`src/rtl/apu_pkg.sv`:
```
// apu_pkg: shared types and helpers for the APU note sequencer.
//   seq_state_t : sequencer FSM states (explicit 3-bit encoding)
//   SILENT      : tone code meaning "no sound" / "no override"
//   ch_lsb()    : bit offset of a channel field in a packed tone word
//                 (channel 0 sits in the MSBs)
package apu_pkg;

    typedef enum logic [2:0] {
        S_IDLE      = 3'd0,
        S_FETCH_CUR = 3'd1,
        S_FETCH_LA  = 3'd2,
        S_CAP_LA    = 3'd3,
        S_PLAY      = 3'd4
    } seq_state_t;

    localparam int SILENT = 0;

    function automatic int ch_lsb(input int ch, input int num_ch, input int tone_w);
        return (num_ch - 1 - ch) * tone_w;
    endfunction

endpackage

```
`src/rtl/la_fifo.sv`:
```
// la_fifo: synchronous FIFO for lookahead tones.
//   clk, reset     : clock, async active-high reset
//   i_flush        : sync clear of contents and overflow flag (wins over push/pop)
//   i_push, i_data : write request; dropped when full unless a pop happens too
//   i_pop          : read request; ignored when empty
//   o_data         : head entry
//   o_valid        : FIFO non-empty
//   o_full         : FIFO full
//   o_overflow     : sticky, set when a push was dropped
module la_fifo #(
    parameter int DEPTH = 4,
    parameter int WIDTH = 4
) (
    input  logic             clk,
    input  logic             reset,
    input  logic             i_flush,
    input  logic             i_push,
    input  logic [WIDTH-1:0] i_data,
    input  logic             i_pop,
    output logic [WIDTH-1:0] o_data,
    output logic             o_valid,
    output logic             o_full,
    output logic             o_overflow
);
    localparam int AW = $clog2(DEPTH);

    generate
        if ((1 << AW) != DEPTH || DEPTH < 2) begin : g_depth_chk
            $error("la_fifo: DEPTH must be a power of two >= 2");
        end
    endgenerate

    logic [WIDTH-1:0] r_mem [DEPTH];
    logic [AW-1:0]    r_wr_ptr, r_rd_ptr;
    logic [AW:0]      r_count;
    logic             r_overflow;
    logic             w_empty, w_full, w_pop, w_push;

    assign w_empty = (r_count == '0);
    assign w_full  = (r_count == (AW+1)'(DEPTH));
    assign w_pop   = i_pop && !w_empty;
    // A pop in the same cycle frees the slot, so a push into a full FIFO still lands.
    assign w_push  = i_push && (!w_full || w_pop);

    always_ff @(posedge clk or posedge reset) begin
        if (reset) begin
            r_wr_ptr   <= '0;
            r_rd_ptr   <= '0;
            r_count    <= '0;
            r_overflow <= 1'b0;
        end else if (i_flush) begin
            r_wr_ptr   <= '0;
            r_rd_ptr   <= '0;
            r_count    <= '0;
            r_overflow <= 1'b0;
        end else begin
            if (w_push) r_wr_ptr <= r_wr_ptr + AW'(1);
            if (w_pop)  r_rd_ptr <= r_rd_ptr + AW'(1);
            r_count <= r_count + (AW+1)'(w_push) - (AW+1)'(w_pop);
            if (i_push && !w_push) r_overflow <= 1'b1;
        end
    end

    always_ff @(posedge clk) begin
        if (!i_flush && w_push) r_mem[r_wr_ptr] <= i_data;
    end

    assign o_data     = r_mem[r_rd_ptr];
    assign o_valid    = !w_empty;
    assign o_full     = w_full;
    assign o_overflow = r_overflow;

endmodule

```
`src/rtl/note_sequencer.sv`:
```
// note_sequencer: walks pattern memory between loop bounds at the note rate,
// drives NUM_CH tone codes with per-channel one-shot overrides, and queues
// lookahead tones (channel NUM_CH-1) into a small FIFO.
//   clk, reset              : audio clock, async active-high reset
//   enable                  : run; low freezes tick counter and FSM
//   restart                 : sync pulse, back to start_addr, flush FIFO/one-shots
//   start_addr/end_addr     : inclusive loop bounds
//   la_offset               : lookahead distance in notes
//   mem_addr/mem_rdata      : pattern memory port (registered read, ch0 in MSBs)
//   os_valid/os_tones/os_len/os_ready : one-shot override handshake
//   tones, note_tick, timestamp       : player outputs
//   la_valid/la_tone/la_ready/la_overflow : lookahead FIFO consumer side
module note_sequencer
    import apu_pkg::*;
#(
    parameter int NUM_CH   = 4,
    parameter int TONE_W   = 4,
    parameter int ADDR_W   = 10,
    parameter int CLK_HZ   = 12_288_000,
    parameter int NOTE_HZ  = 1,
    parameter int LA_DEPTH = 4,
    parameter int OS_LEN_W = 4
) (
    input  logic                     clk,
    input  logic                     reset,
    input  logic                     enable,
    input  logic                     restart,
    input  logic [ADDR_W-1:0]        start_addr,
    input  logic [ADDR_W-1:0]        end_addr,
    input  logic [ADDR_W-1:0]        la_offset,
    output logic [ADDR_W-1:0]        mem_addr,
    input  logic [NUM_CH*TONE_W-1:0] mem_rdata,
    input  logic                     os_valid,
    input  logic [NUM_CH*TONE_W-1:0] os_tones,
    input  logic [OS_LEN_W-1:0]      os_len,
    output logic                     os_ready,
    output logic [NUM_CH*TONE_W-1:0] tones,
    output logic                     note_tick,
    output logic [ADDR_W-1:0]        timestamp,
    output logic                     la_valid,
    output logic [TONE_W-1:0]        la_tone,
    input  logic                     la_ready,
    output logic                     la_overflow
);
    localparam int PERIOD = CLK_HZ / NOTE_HZ;
    localparam int CNT_W  = $clog2(PERIOD);
    localparam int LA_LSB = ch_lsb(NUM_CH - 1, NUM_CH, TONE_W);

    generate
        if (PERIOD < 8) begin : g_period_chk
            $error("note_sequencer: CLK_HZ/NOTE_HZ must be >= 8");
        end
    endgenerate

    seq_state_t               r_state;
    logic [CNT_W-1:0]         r_tick_cnt;
    logic                     r_init;      // cur_addr not yet loaded: treat it as start_addr
    logic                     r_rd_cur;    // mem_rdata this cycle is the current-note word
    logic [ADDR_W-1:0]        r_cur, r_mem_addr;
    logic [NUM_CH*TONE_W-1:0] r_pat, r_word;
    logic [NUM_CH-1:0]        r_os_act;
    logic [NUM_CH*TONE_W-1:0] r_os_tone;
    logic [OS_LEN_W-1:0]      r_os_rem;

    logic                     w_tick, w_push, w_os_take;
    logic [ADDR_W-1:0]        w_cur, w_next, w_la;
    logic [ADDR_W:0]          w_sum, w_len, w_sub;
    logic [NUM_CH-1:0]        w_os_nz;

    assign w_tick = enable && (r_tick_cnt == CNT_W'(PERIOD - 1));
    assign w_cur  = r_init ? start_addr : r_cur;
    assign w_next = (w_cur >= end_addr) ? start_addr : w_cur + ADDR_W'(1);

    // Lookahead wraps once by the loop length; anything still past end_addr
    // (offset >= loop length) is pulled back to start_addr to stay in the loop.
    assign w_sum = {1'b0, w_cur} + {1'b0, la_offset};
    assign w_len = {1'b0, end_addr} - {1'b0, start_addr} + (ADDR_W+1)'(1);
    assign w_sub = (w_sum > {1'b0, end_addr}) ? w_sum - w_len : w_sum;
    assign w_la  = (end_addr <= start_addr || w_sub > {1'b0, end_addr})
                   ? start_addr : w_sub[ADDR_W-1:0];

    always_ff @(posedge clk or posedge reset) begin
        if (reset) begin
            r_state    <= S_FETCH_CUR;
            r_init     <= 1'b1;
            r_tick_cnt <= '0;
            r_cur      <= '0;
            r_mem_addr <= '0;
            r_pat      <= '0;
        end else if (restart) begin
            r_state    <= S_FETCH_CUR;
            r_init     <= 1'b1;
            r_tick_cnt <= '0;
        end else if (enable) begin
            r_tick_cnt <= w_tick ? '0 : r_tick_cnt + CNT_W'(1);
            if (w_tick) r_cur <= w_next;
            case (r_state)
                S_IDLE, S_PLAY: begin
                    if (w_tick) begin
                        r_state    <= S_FETCH_CUR;
                        r_mem_addr <= w_next;
                    end
                end
                S_FETCH_CUR: begin
                    // After reset/restart the address register is stale: load it first.
                    if (r_init) begin
                        r_init     <= 1'b0;
                        r_cur      <= w_cur;
                        r_mem_addr <= w_cur;
                    end else begin
                        r_state    <= S_FETCH_LA;
                        r_mem_addr <= w_la;
                    end
                end
                S_FETCH_LA: begin
                    // After a pause here the port already returns the lookahead
                    // word, so take the current word from the side copy.
                    r_pat   <= r_rd_cur ? mem_rdata : r_word;
                    r_state <= S_CAP_LA;
                end
                S_CAP_LA: r_state <= S_PLAY;
                default:  r_state <= S_FETCH_CUR;
            endcase
        end
    end

    // Tracks the memory pipeline independent of enable so the current word
    // is never lost when the FSM pauses between address and capture.
    always_ff @(posedge clk or posedge reset) begin
        if (reset) begin
            r_rd_cur <= 1'b0;
            r_word   <= '0;
        end else begin
            r_rd_cur <= !restart && (r_state == S_FETCH_CUR) && !r_init;
            if (r_rd_cur) r_word <= mem_rdata;
        end
    end

    assign os_ready  = (r_os_rem == '0);
    assign w_os_take = os_valid && os_ready;

    always_ff @(posedge clk or posedge reset) begin
        if (reset) begin
            r_os_act  <= '0;
            r_os_tone <= '0;
            r_os_rem  <= '0;
        end else if (restart) begin
            r_os_act <= '0;
            r_os_rem <= '0;
        end else if (w_os_take) begin
            r_os_act  <= w_os_nz;
            r_os_tone <= os_tones;
            r_os_rem  <= (os_len == '0) ? OS_LEN_W'(1) : os_len;
        end else if (w_tick && !os_ready) begin
            r_os_rem <= r_os_rem - OS_LEN_W'(1);
            if (r_os_rem == OS_LEN_W'(1)) r_os_act <= '0;
        end
    end

    generate
        for (genvar g = 0; g < NUM_CH; g++) begin : g_ch
            localparam int LSB = ch_lsb(g, NUM_CH, TONE_W);
            assign w_os_nz[g] = (os_tones[LSB +: TONE_W] != TONE_W'(SILENT));
            assign tones[LSB +: TONE_W] = r_os_act[g] ? r_os_tone[LSB +: TONE_W]
                                                      : r_pat[LSB +: TONE_W];
        end
    endgenerate

    assign w_push = enable && (r_state == S_CAP_LA)
                    && (mem_rdata[LA_LSB +: TONE_W] != TONE_W'(SILENT));

    la_fifo #(
        .DEPTH (LA_DEPTH),
        .WIDTH (TONE_W)
    ) u_la_fifo (
        .clk        (clk),
        .reset      (reset),
        .i_flush    (restart),
        .i_push     (w_push),
        .i_data     (mem_rdata[LA_LSB +: TONE_W]),
        .i_pop      (la_ready),
        .o_data     (la_tone),
        .o_valid    (la_valid),
        .o_full     (),
        .o_overflow (la_overflow)
    );

    assign mem_addr  = r_mem_addr;
    assign note_tick = w_tick;
    assign timestamp = w_cur - start_addr;

endmodule

```
`config.mk`:
```
export PLATFORM = sky130hd
export DESIGN_NAME = note_sequencer
export DESIGN_NICKNAME = d
export VERILOG_FILES = /design/src/rtl/apu_pkg.sv /design/src/rtl/la_fifo.sv /design/src/rtl/note_sequencer.sv
export SDC_FILE = /design/constraint.sdc
export NUM_CORES = 1
export LEC_CHECK = 0
export ABC_CLOCK_PERIOD_IN_PS = 16070
export BUFFER_PORTS_ARGS = -buffer_cell sky130_fd_sc_hd__buf_2
export CAP_MARGIN = 20
export CORE_UTILIZATION = 30
export DETAILED_ROUTE_END_ITERATION = 8
export SLEW_MARGIN = 40
export SYNTH_ARGS = -nofsm -noshare
export SYNTH_HDL_FRONTEND = slang
export SYNTH_SLANG_ARGS = --single-unit
```
`constraint.sdc`:
```
create_clock -name clk -period 16.07 [get_ports clk]
set_input_delay 1.607 -clock clk [delete_from_list [all_inputs] [get_ports clk]]
set_output_delay 1.607 -clock clk [all_outputs]
set_load 0.05 [all_outputs]
```
==> metrics.md, run 1 <==
| Metric | Value |
|---|---|
| Min cycle time layout | roughly 7.6 ns |
| RSZ-0062 raised after global routing | no |
| Async SR Flop Fraction | around 88% |
| Nets | 1151 |
| Layout cells sized above 1 | 26.53% |
| Place WS | roughly 8 ns |
| Post-DP Area | 0.009948 mm2 |
| Post-CTS Setup Bufs | 0 |
| CTS Sinks | 129 |
| Critical Path AT | a little under 8 ns |
| Most frequent cells in the layout | buf_2, dfrtp_1, nor2_1, ha_1, mux2_2 |
| Setup_tns | 0 ns |
| Worst clock skew | 0.01213 ns |
| Largest net degree at the start of global routing | 61 |
| H-tree depth | 4 |
| Mapped Area | 0.008956 mm2 |
| Clock insertion delay at the later pin of the skew report | 0.42 ns |
| PnR worst setup slack | roughly 8.4 ns |
| Min-Delay Path Class | flop to flop |
| Via Count | 6956 |
| Antenna violations before repair | 0 |
| Non-Filler Instances | ~1400 |
| Post-CTS resize count | 0 |
| Tot GR Track Use | 15.96% |
| Layout area overhead | 17.74% |
| Setup violations, final | 0 |
| Clock buffer count from CTS | 17 |
| Number of synthesized flops with an enable pin | 16 |
| Post-CTS Hold Fix Bufs | 0 |
| Worst Setup Start Kind | input pin |
| Mapped Nets | between 1000 and 1500 |
| Hpwl dp | about 18 mm |
| Slew HR | 49.71% |
| Max Freq | 0.1310 GHz |
| Via/cell ratio | 5.030 |
| Yosys warns | 0 |
| Die area | 0.03055 mm2 |
| First-pass GRT wire length | 38.24 mm |
| Drt total wl | approximately 23 mm |
| Crit Path Class | input pin to flop |
| Fin. Hold Viols | 0 |
| Leading cell type in the layout, fill and taps excluded | buf_2 |
| Placed Cells | 1351 |
| CTS tree | done |
| Synth Register Bits | 129 |
| Worst Setup End Kind | flop |
| Initial Util | 30.87% |
| Leak pwr | 4.785 nW |
| GP Congestion | between 0.8 and 0.9 |
| Vias in the first global route | 7116 |
| Run status | complete, no violations |
| Finished Cell Area | between 0.01 and 0.015 mm2 |
| Core area | 0.02901 mm2 |
| Per-cell routed wire length | 16.91 um |
| Syn Area/Cell | 10.31 um2 |
| Clock slew seen by the registers of the worst setup and hold paths | 0.06 ns |
| Root Buffer | clkbuf_16 |
| Distinct cell type count after synthesis | between 70 and 80 |
| Ant diodes | 0 |
| FP Rows | 62 |
| Max-cap violation count | 0 |
| Pwr Density | 162.4 mW/mm2 |
| CP required | roughly 16 ns |
| Sequential fraction of the synthesis area | 36.97% |
| Main synth FF type | dfrtp_1 |
| Period utilization | 47.50% |
| DRC viols | 0 |
| GRT overflow | 0 |
| VDD IR-drop max | approximately 110 uV |
| TritonRoute pass-1 iters | 5 |
| Port bufs | 115 |
| Die H | 174.8 um |
| Syn Inst Count | 869 |
| Die Width | 174.8 um |
| Final-report max-slew violation count | 0 |
| Measured slew at the worst slew-check pin | 0.7486 ns |
| CP max FO | 11 |
| Io pins | 116 |
| CTS Buffer Depth | 2 |
| DR iter-0 viols | 337 |
| Antenna Nets Post-Route | 0 |
## critical path, stage by stage
cell and delay, ns:
buf_2 0.17, mux2i_1 0.37, inv_1 0.22, ha_1 0.34, a21oi_2 0.16, o211ai_1 0.14
or4_1 0.45, nand3_1 0.11, xnor2_1 0.18, ha_1 0.36, nand3_1 0.09, or2_2 0.31
o21bai_1 0.16, a221o_2 0.37, nand2b_1 0.38, mux2_2 0.41, ha_1 0.29, nor2b_1 0.13
o31ai_1 0.18, a2111oi_0 0.14, o21ai_0 0.24, nand4_1 0.18, a211o_1 0.48, a221oi_1 0.36
a21oi_1 0.10
## path summary, 6_finish.rpt
kind                            cells past startpoint          end  slack, ns          start
worst max-delay path                               25  mem_addr[6]       8.44  start_addr[1]
worst min-delay path                                1    r_word[2]       0.49      r_word[2]
min in group asynchronous                           2  mem_addr[0]       1.31          reset
worst min register to register                      1    r_word[2]       0.49      r_word[2]
max in group asynchronous                           3    r_word[7]      13.78          reset
worst max register to register                     24  mem_addr[6]       8.88         r_init
## logic make-up (layout without fill, tap and decap cells)
group                    after synthesis  after routing  synth area share [%]
adder cells (fa/ha/maj)               93             93                 14.17
buffers and inverters                 75            205                 3.492
flip-flops                           129            129                 36.97
AO/OA/AOI/OAI                        146            146                 11.19
AND/OR/NAND/NOR                      266            266                 15.42
XOR/XNOR                              54             54                 5.281
multiplexers                         106            106                 13.48
## cell usage after synthesis, types with 12 or more instances
cell type  instances  area (um2)
o21a_1            12       90.09
nor2_1            79       296.5
edfxtp_1          16       480.5
fa_1              14       280.3
nand2b_1          13       81.33
clkbuf_1          12       45.04
dfrtp_1          111        2778
mux2i_1           25       250.2
mux2_2            77       867.1
inv_1             54       202.7
xnor2_1           31       271.5
nand3_1           19       95.09
a21oi_1           39       195.2
nor2b_1           15       93.84
ha_1              79       988.5
o21ai_0           24       120.1
xor2_1            23       201.4
nand2_1           56       210.2
nand4_1           14       87.58
nor3_1            22       110.1
## per-stage QoR
step                      hold slack (ns)  util (%)  total power, mW
after global placement             0.4770     34.26            1.325
after global routing               0.5115     36.35            1.841
after floorplan                    0.4600         -            1.134
after detailed placement           0.4830     34.29            1.340
after CTS                          0.4978     36.31            1.729
final                              0.4947     36.35            1.713
## state kept, by name, indices dropped and copies added, names as in the netlist, 10 cells and up
signal and count:
r_tick_cnt 24, mem_addr 10, r_pat 16, r_word 16
r_os_tone 16, u_la_fifo.r_mem 16, r_cur 10
## layout make-up
type / instances / area [um2]
fill: 2941 / 18470
multi-input combinational: 665 / 5353
sequential: 129 / 3312
timing repair buffer: 119 / 609.3
tap: 384 / 480.5
clock buffer: 17 / 425.4
inverter: 54 / 205.2
clock inverter: 15 / 160.2
## report_power, final
group          internal, mW  switching, mW  leakage (nW)
Clock                 0.208          0.172         0.284
Sequential            0.400         0.0486          1.58
Combinational         0.355          0.530          2.92
Total                 0.963          0.750          4.79
## per-layer routing
metal	vias to the layer above	part of all wire (%)	global-route usage [%]
li1	3357	-	-
met1	3428	46	21.08
met2	145	48	26.11
met3	26	4.4	3.525
met4	0	1.7	4.493
met5	-	0	0
Note: power is estimated with default switching activity, not from simulation.
==> run 2, diff against run 1 <==
--- a/config.mk
+++ b/config.mk
@@ -5,7 +5,8 @@
 export SDC_FILE = /design/constraint.sdc
 export NUM_CORES = 1
 export LEC_CHECK = 0
-export ABC_CLOCK_PERIOD_IN_PS = 16070
+export ABC_AREA = 1
+export ABC_CLOCK_PERIOD_IN_PS = 7700
 export BUFFER_PORTS_ARGS = -buffer_cell sky130_fd_sc_hd__buf_2
 export CAP_MARGIN = 20
 export CORE_UTILIZATION = 30
==> constraint.sdc (replaced) <==
create_clock -name clk -period 7.7 [get_ports clk]
set_input_delay 0.77 -clock clk [delete_from_list [all_inputs] [get_ports clk]]
set_output_delay 0.77 -clock clk [all_outputs]
set_load 0.05 [all_outputs]
==> run 2 against run 1 <==
Synthesized cell count up 39%; clock power grew 120%; combinational power rose to 3.3 times the previous value; worst hold slack worse by 0.096 ns; sequential cell count stayed put; clock skew fell by 0.0031 ns; non-clock buffer count down 2; routed wire length rose by 8.4%; critical path depth is 7 higher; die area rose by 4.0%; first-iteration DRC count is 35% higher; sequential share of layout area shrank 1.1 points; critical path type is now flop to flop.
==> metrics.md, run 2 <==
| Metric | Value |
|---|---|
| Clock power share | 17.4% (was 22.2%) |
| Drt total wl | 25.36 mm (was 23.39 mm) |
| GP Congestion | 0.9197 (was 0.8791) |
| Io pins | 116 (unchanged) |
| Initial Util | 30.46% (was 30.87%) |
| DRC viols | 0 (unchanged) |
| Setup_tns | 0 ns (unchanged) |
| Critical path's slowest cell | dfstp_2 (was a211o_1) |
| Sequential fraction of the synthesis area | 35.53% (was 36.97%) |
| Antenna violations before repair | 0 (unchanged) |
| Worst Setup End Kind | flop (unchanged) |
| Hpwl dp | 20.43 mm (was 17.80 mm) |
| Reg2reg setup slack | 1.70 ns (was 8.88 ns) |
| CP required | 8.00 ns (was 16.36 ns) |
| CTS Sinks | 129 (unchanged) |
| Synth area leader | dfrtp_1 (unchanged) |
| Via/cell ratio | 4.778 (was 5.030) |
| Logic pwr share | 61.0% (was 51.6%) |
| Number of flip-flops in the largest register | 24 (unchanged) |
| Syn Area/Cell | 7.721 um2 (was 10.31 um2) |
| Clock buffer count from CTS | 17 (unchanged) |
| Leak pwr | 5.371 nW (was 4.785 nW) |
| Most frequent cells in the layout | nand2_1, inv_1, buf_2 (was buf_2, dfrtp_1, nor2_1, ha_1, mux2_2) |
| Place WS | 1.527 ns (was 8.045 ns) |
| RSZ-0062 raised after global routing | no (unchanged) |
| Min-Delay Path Class | input pin to asynchronous set/reset pin (was flop to flop) |
| Critical Path Most Common Cell | nand2_1 (was ha_1) |
| Internal power | 2.393 mW (was 0.9630 mW) |
| Biggest register | r_tick_cnt (unchanged) |
| Crit Reg-Reg Endpoint | mem_addr[2] (was mem_addr[6]) |
| Per-cell routed wire length | 14.71 um (was 16.91 um) |
| Switching share of power | 50.59% (was 43.77%) |
| Measured slew at the worst slew-check pin | 0.7784 ns (was 0.7486 ns) |
| CTS tree | done (unchanged) |
| Layout cells sized above 1 | 15.69% (was 26.53%) |
| Most used routing layer | met2 (unchanged) |
| Die H | 178.2 um (was 174.8 um) |
| Net switching power | 2.450 mW (was 0.7498 mW) |
| Via Count | 8238 (was 6956) |
| Max-cap violation count | 0 (unchanged) |
| Worst Setup Start Kind | flop (was input pin) |
| Placed Cells | 1691 (was 1351) |
| Port bufs | 115 (unchanged) |
| M2 GR Usage | 27.55% (was 26.11%) |
| Core area | 0.03059 mm2 (was 0.02901 mm2) |
| Finished Cell Area | 0.01091 mm2 (was 0.01055 mm2) |
| Root Buffer | clkbuf_16 (unchanged) |
| Clock slew seen by the registers of the worst setup and hold paths | 0.06 ns (about the same) |
| Setup violations, final | 0 (unchanged) |
| Most common cell in the netlist | nand2_1 (was dfrtp_1) |
| Slew HR | 47.98% (was 49.71%) |
| Leading cell type in the layout, fill and taps excluded | nand2_1 (was buf_2) |
| First-pass GRT wire length | 40.64 mm (was 38.24 mm) |
| Min cycle time layout | between 5 and 6 ns |
| Synth Register Bits | 129 (unchanged) |
| Yosys warns | 0 (unchanged) |
| Post-CTS Hold Fix Bufs | 0 (unchanged) |
| Nets | 1479 (was 1151) |
| Synth cell count leaders | nand2_1, inv_1, dfrtp_1, ha_1, nor2_1 (was dfrtp_1, ha_1, nor2_1, mux2_2, nand2_1) |
| Critical Path AT | 6.30 ns (was 7.92 ns) |
| CTS Buffer Depth | 2 (unchanged) |
| Largest net degree at the start of global routing | 73 (was 61) |
| FP Rows | 64 (was 62) |
| Post-CTS resize count | 0 (unchanged) |
| Max Freq | about 0.17 GHz |
| Number of synthesized flops with an enable pin | 16 (unchanged) |
| DR iter-0 viols | 455 (was 337) |
| Sequential share of power | 21.6% (was 26.2%) |
| Antenna Nets Post-Route | 0 (unchanged) |
| Async SR Flop Fraction | 87.60% (unchanged) |
| WP buf/inv | 5 (was 2) |
| Clock insertion delay at the later pin of the skew report | 0.41 ns (was 0.42 ns) |
| Main synth FF type | dfrtp_1 (unchanged) |
| Tot GR Track Use | 16.48% (was 15.96%) |
| Mapped Area | 0.009319 mm2 (was 0.008956 mm2) |
| Syn Inst Count | 1207 (was 869) |
| Pwr Density | 443.9 mW/mm2 (was 162.4 mW/mm2) |
| Worst clock skew | 0.009030 ns (was 0.01213 ns) |
| RR Startpoint | r_init (unchanged) |
| Non-Filler Instances | 1724 (was 1383) |
| Final-report max-slew violation count | 0 (unchanged) |
| H-tree depth | 4 (unchanged) |
| GRT overflow | 0 (unchanged) |
| Die area | 0.03177 mm2 (was 0.03055 mm2) |
| CP max FO | 12 (was 11) |
| Final Util | 35.67% (was 36.35%) |
| Fin. Hold Viols | 0 (unchanged) |
| PnR worst setup slack | 1.701 ns (was 8.437 ns) |
| Die Width | 178.2 um (was 174.8 um) |
| Met3 GRT Util | 2.749% (was 3.525%) |
| Post-CTS Setup Bufs | 0 (unchanged) |
| Mapped Nets | 1372 (was 1034) |
| VDD IR-drop max | 389.2 uV (was 107.9 uV) |
| Post-DP Area | 0.01029 mm2 (was 0.009948 mm2) |
| Worst reg2reg path depth | 32 (was 24) |
| Period utilization | 77.90% |
| Run status | complete, no violations (unchanged) |
| Layout area overhead | 17.08% (was 17.74%) |
| Cell family with most CP delay | adder cells (was compound AO/OA/AOI/OAI gates) |
| Distinct cell type count after synthesis | 49 (was 78) |
| Vias in the first global route | 7989 (was 7116) |
| Synth top area cells | dfrtp_1, nand2_1, ha_1 (was dfrtp_1, ha_1, mux2_2) |
| Slowest stage delay, CP | 0.67 ns (was 0.48 ns) |
| Met1 GRT Util | 20.99% (was 21.08%) |
| TritonRoute pass-1 iters | 8 (was 5) |
| Share of Yosys cell area claimed by the top area cell type | 29.81% (was 31.01%) |
| Crit Path Class | flop to flop (was input pin to flop) |
-- run 2: changes by cell type after synthesis, sizes merged, moves of 11 or more --
cell / before / now
xnor2: 31 / 13
nand2b: 13 / 0
a21oi: 41 / 76
nor2b: 15 / 0
mux2: 77 / 16
nand2: 56 / 315
nand3: 21 / 51
mux2i: 25 / 0
o22ai: 1 / 12
o21ai: 29 / 101
inv: 54 / 171
-- run 2: per-stage QoR --
stage                     hold WS, ns  power [mW]
after global placement         0.4538       3.969
after floorplan                0.4417       3.292
after detailed placement       0.4593       4.014
after global routing           0.4369       5.282
final                          0.3983       4.843
after CTS                      0.4150       4.870
-- run 2: cell type report --
class	instances	area [um2]
diodes	2	5.005
well taps	396	495.5
fillers	3241	19680
clock buffers	20	456.7
multi-input cells	877	5236
inverters	172	649.4
flip-flops and latches	129	3311
clock inverters	11	162.7
repair buffers	117	594.3
-- run 2: cell families after synthesis --
kind of cell	after synthesis	share of synthesized area, %
simple gates	501	22.64
compound gates	225	13.96
buf+inv	201	8.378
flops	129	35.53
fa+ha+maj	93	13.61
xor+xnor	42	3.947
mux	16	1.933
-- run 2: how the worst max path moves through the flow --
stage	from	endpoint	slack [ns]	cells after the start
4_1_cts	r_init	mem_addr[6]	1.79	33
2_1_floorplan	start_addr[0]	mem_addr[9]	2.62	32
3_5_place_dp	start_addr[0]	mem_addr[9]	1.53	33
3_3_place_gp	start_addr[0]	mem_addr[9]	1.58	33
6_report	r_init	mem_addr[2]	1.70	32
5_1_grt	r_init	mem_addr[6]	1.22	33
-- run 2: worst reg2reg max path, delay by kind of cell, from the launching register on --
family / cells / cell delay, ns
adders and majority gates: 5 / 1.80
AOI/OAI and AO/OA: 8 / 1.49
and+or+nand+nor: 13 / 1.21
DFF: 1 / 0.67
buffers and inverters: 5 / 0.49
xor gates and xnor gates: 1 / 0.23
-- run 2: power groups by stage --
stage / Combinational (mW) / Sequential [mW] / Clock, mW
2_1_floorplan: 2.20 / 1.09 / 0
3_3_place_gp: 2.91 / 1.05 / 0
3_5_place_dp: 2.96 / 1.06 / 0
4_1_cts: 2.96 / 1.05 / 0.857
5_1_grt: 3.31 / 1.08 / 0.890
6_report: 2.95 / 1.05 / 0.841
-- run 2: layer usage --
layer	up-vias	part of all wire [%]
met2	227	48
met1	3810	44
li1	4159	-
met5	-	0
met3	42	4.9
met4	0	2.9
==> run 3, diff against run 2 <==
--- a/config.mk
+++ b/config.mk
@@ -6,7 +6,7 @@
 export NUM_CORES = 1
 export LEC_CHECK = 0
 export ABC_AREA = 1
-export ABC_CLOCK_PERIOD_IN_PS = 7700
+export ABC_CLOCK_PERIOD_IN_PS = 5500
 export BUFFER_PORTS_ARGS = -buffer_cell sky130_fd_sc_hd__buf_2
 export CAP_MARGIN = 20
 export CORE_UTILIZATION = 30
==> constraint.sdc (replaced) <==
create_clock -name clk -period 5.5 [get_ports clk]
set_input_delay 0.55 -clock clk [delete_from_list [all_inputs] [get_ports clk]]
set_output_delay 0.55 -clock clk [all_outputs]
set_load 0.05 [all_outputs]
==> run 3 against run 2 <==
Maximum frequency increased by 16%; register-to-register slack got worse by 1.4 ns; highest routed layer unchanged; largest cell class unchanged; critical path type unchanged; sequential share of layout area decreased by 0.98 points; utilization increased by 1.2 points.
==> metrics.md, run 3 (synthesized netlist as in run 2, its figures left out) <==
| Metric | Value |
|---|---|
| Min-Delay Path Class | input pin to asynchronous set/reset pin (unchanged) |
| Crit Reg-Reg Endpoint | mem_addr[6] (was mem_addr[2]) |
| Non-Filler Instances | 1748 (was 1724) |
| Worst clock skew | 0.007785 ns (was 0.009030 ns) |
| Clock buffer count from CTS | 17 (unchanged) |
| CTS Sinks | 129 (unchanged) |
| Core area | 0.03059 mm2 (unchanged) |
| Hold Slack | 0.2310 ns (was 0.3983 ns) |
| Min cycle time layout | 5.161 ns (was 5.999 ns) |
| CTS Buffer Depth | 2 (unchanged) |
| Placed Cells | 1712 (was 1691) |
| Root Buffer | clkbuf_16 (unchanged) |
| VDD IR-drop max | 516.6 uV (was 389.2 uV) |
| Reg2reg setup slack | 0.34 ns (was 1.70 ns) |
| Most frequent cells in the layout | nand2_1, inv_1, buf_2 (unchanged) |
| Clock slew seen by the registers of the worst setup and hold paths | 0.06 ns (about the same) |
| Die area | 0.03177 mm2 (unchanged) |
| Via Count | 8373 (was 8238) |
| Vias in the first global route | 7957 (was 7989) |
| Per-cell routed wire length | 15.06 um (was 14.71 um) |
| Ant diodes | 0 (was 2) |
| DRC viols | 0 (unchanged) |
| Die H | 178.2 um (unchanged) |
| Layout cells sized above 1 | 19.60% (was 15.69%) |
| Critical Path Most Common Cell | nand2_1 (unchanged) |
| FILL cells | 3216 (was 3241) |
| Setup_tns | 0 ns (unchanged) |
| Leak pwr | 5.502 nW (was 5.371 nW) |
| Total power | 7.149 mW (was 4.843 mW) |
| FP Rows | 64 (unchanged) |
| Worst Setup End Kind | flop (unchanged) |
| Final-report max-slew violation count | 0 (unchanged) |
| Leading cell type in the layout, fill and taps excluded | nand2_1 (unchanged) |
| Tot GR Track Use | 16.78% (was 16.48%) |
| CP required | 5.84 ns (was 8.00 ns) |
| H-tree depth | 4 (unchanged) |
| Critical Path AT | 5.50 ns (was 6.30 ns) |
| Pwr Density | 634.1 mW/mm2 (was 443.9 mW/mm2) |
| Via/cell ratio | 4.790 (was 4.778) |
| Nets | 1504 (was 1479) |
| Hpwl dp | 20.85 mm (was 20.43 mm) |
| TritonRoute pass-1 iters | 5 (was 8) |
| Antenna violations before repair | 0 (unchanged) |
| First-pass GRT wire length | 41.28 mm (was 40.64 mm) |
| Initial Util | 30.46% (unchanged) |
| GRT overflow | 0 (unchanged) |
| Biggest register | r_tick_cnt (unchanged) |
| Setup violations, final | 0 (unchanged) |
| Critical path's slowest cell | dfstp_2 (unchanged) |
| Worst Setup Start Kind | flop (unchanged) |
| Worst reg2reg path depth | 32 (unchanged) |
| Measured slew at the worst slew-check pin | 0.7252 ns (was 0.7784 ns) |
| Max Freq | 0.1938 GHz (was 0.1667 GHz) |
| Slowest stage delay, CP | 0.63 ns (was 0.67 ns) |
| Period utilization | 93.83% (was 77.90%) |
| Final Util | 36.85% (was 35.67%) |
| Port bufs | 115 (unchanged) |
| CP max FO | 10 (was 12) |
| Run status | complete, no violations (unchanged) |
| Largest net degree at the start of global routing | 64 (was 73) |
| Number of flip-flops in the largest register | 24 (unchanged) |
| CTS tree | done (unchanged) |
| GP Congestion | 0.9105 (was 0.9197) |
| Antenna Nets Post-Route | 0 (unchanged) |
| Clock insertion delay at the later pin of the skew report | 0.41 ns (about the same) |
| Max-cap violation count | 0 (unchanged) |
| Die Width | 178.2 um (unchanged) |
| Crit Path Class | flop to flop (unchanged) |
| Slew HR | 51.53% (was 47.98%) |
| Layout area overhead | 20.97% (was 17.08%) |
| DR iter-0 viols | 447 (was 455) |
| Fin. Hold Viols | 0 (unchanged) |
| Io pins | 116 (unchanged) |
| Drt total wl | 26.32 mm (was 25.36 mm) |
| RR Startpoint | r_init (unchanged) |
[run 3: layout make-up]
class,instances,area (um2),share of cell area (%)
Inverter,172,651.9,5.782
Multi-Input combinational cell,878,5438,48.24
Clock inverter,13,136.4,1.210
Timing Repair Buffer,141,787.0,6.981
Sequential cell,129,3311,29.37
Tap cell,396,495.5,4.395
Clock buffer,19,454.2,4.029
[run 3: routing by layer]
metal  global-route usage [%]  vias up  part of all wire [%]
li1                         -     4223                     -
met1                    21.94     3908                    44
met2                    28.16      204                    48
met3                    2.643       38                   5.2
met4                    5.403        0                   2.0
met5                        0        -                     0
[run 3: critical path: cells and delay by family (launching register included)]
family	cells	cell delay [ns]
XOR/XNOR	2	0.35
AND/OR/NAND/NOR	16	1.40
AO/OA/AOI/OAI	4	0.68
buffers and inverters	6	0.53
adder cells (fa/ha/maj)	4	1.46
flip-flops	1	0.63
[run 3: how the worst max path moves through the flow]
stage	start	end	slack (ns)
final	r_init	mem_addr[6]	0.34
after global routing	r_init	mem_addr[6]	-0.03
after CTS	r_init	mem_addr[9]	0.05
after detailed placement	r_init	mem_addr[9]	-0.008
after global placement	r_init	mem_addr[9]	0.12
after floorplan	r_init	mem_addr[9]	0.48
[run 3: repair_timing]
action | 4_1_cts | 5_1_grt
cloned | 0 | 1
hold buffers | 0 | 0
resized for setup | 0 | 40
setup buffers | 1 | 2
pin swaps | 1 | 7
setup endpoints to repair | 10 | 10
[run 3: power breakdown]
group | total, mW | internal (mW) | switching (mW)
registers | 1.47 | 1.27 | 0.196
logic | 4.57 | 1.54 | 3.03
clock network | 1.11 | 0.691 | 0.415
total | 7.15 | 3.51 | 3.64
[run 3: metrics by stage]
stage / area (um2) / worst slack (ns)
after global routing: 11270 / -0.02561
after detailed placement: 10450 / -0.008466
final: 11270 / 0.3394
after floorplan: 9319 / 0.4814
after CTS: 11050 / 0.05291
after global placement: 10450 / 0.1235
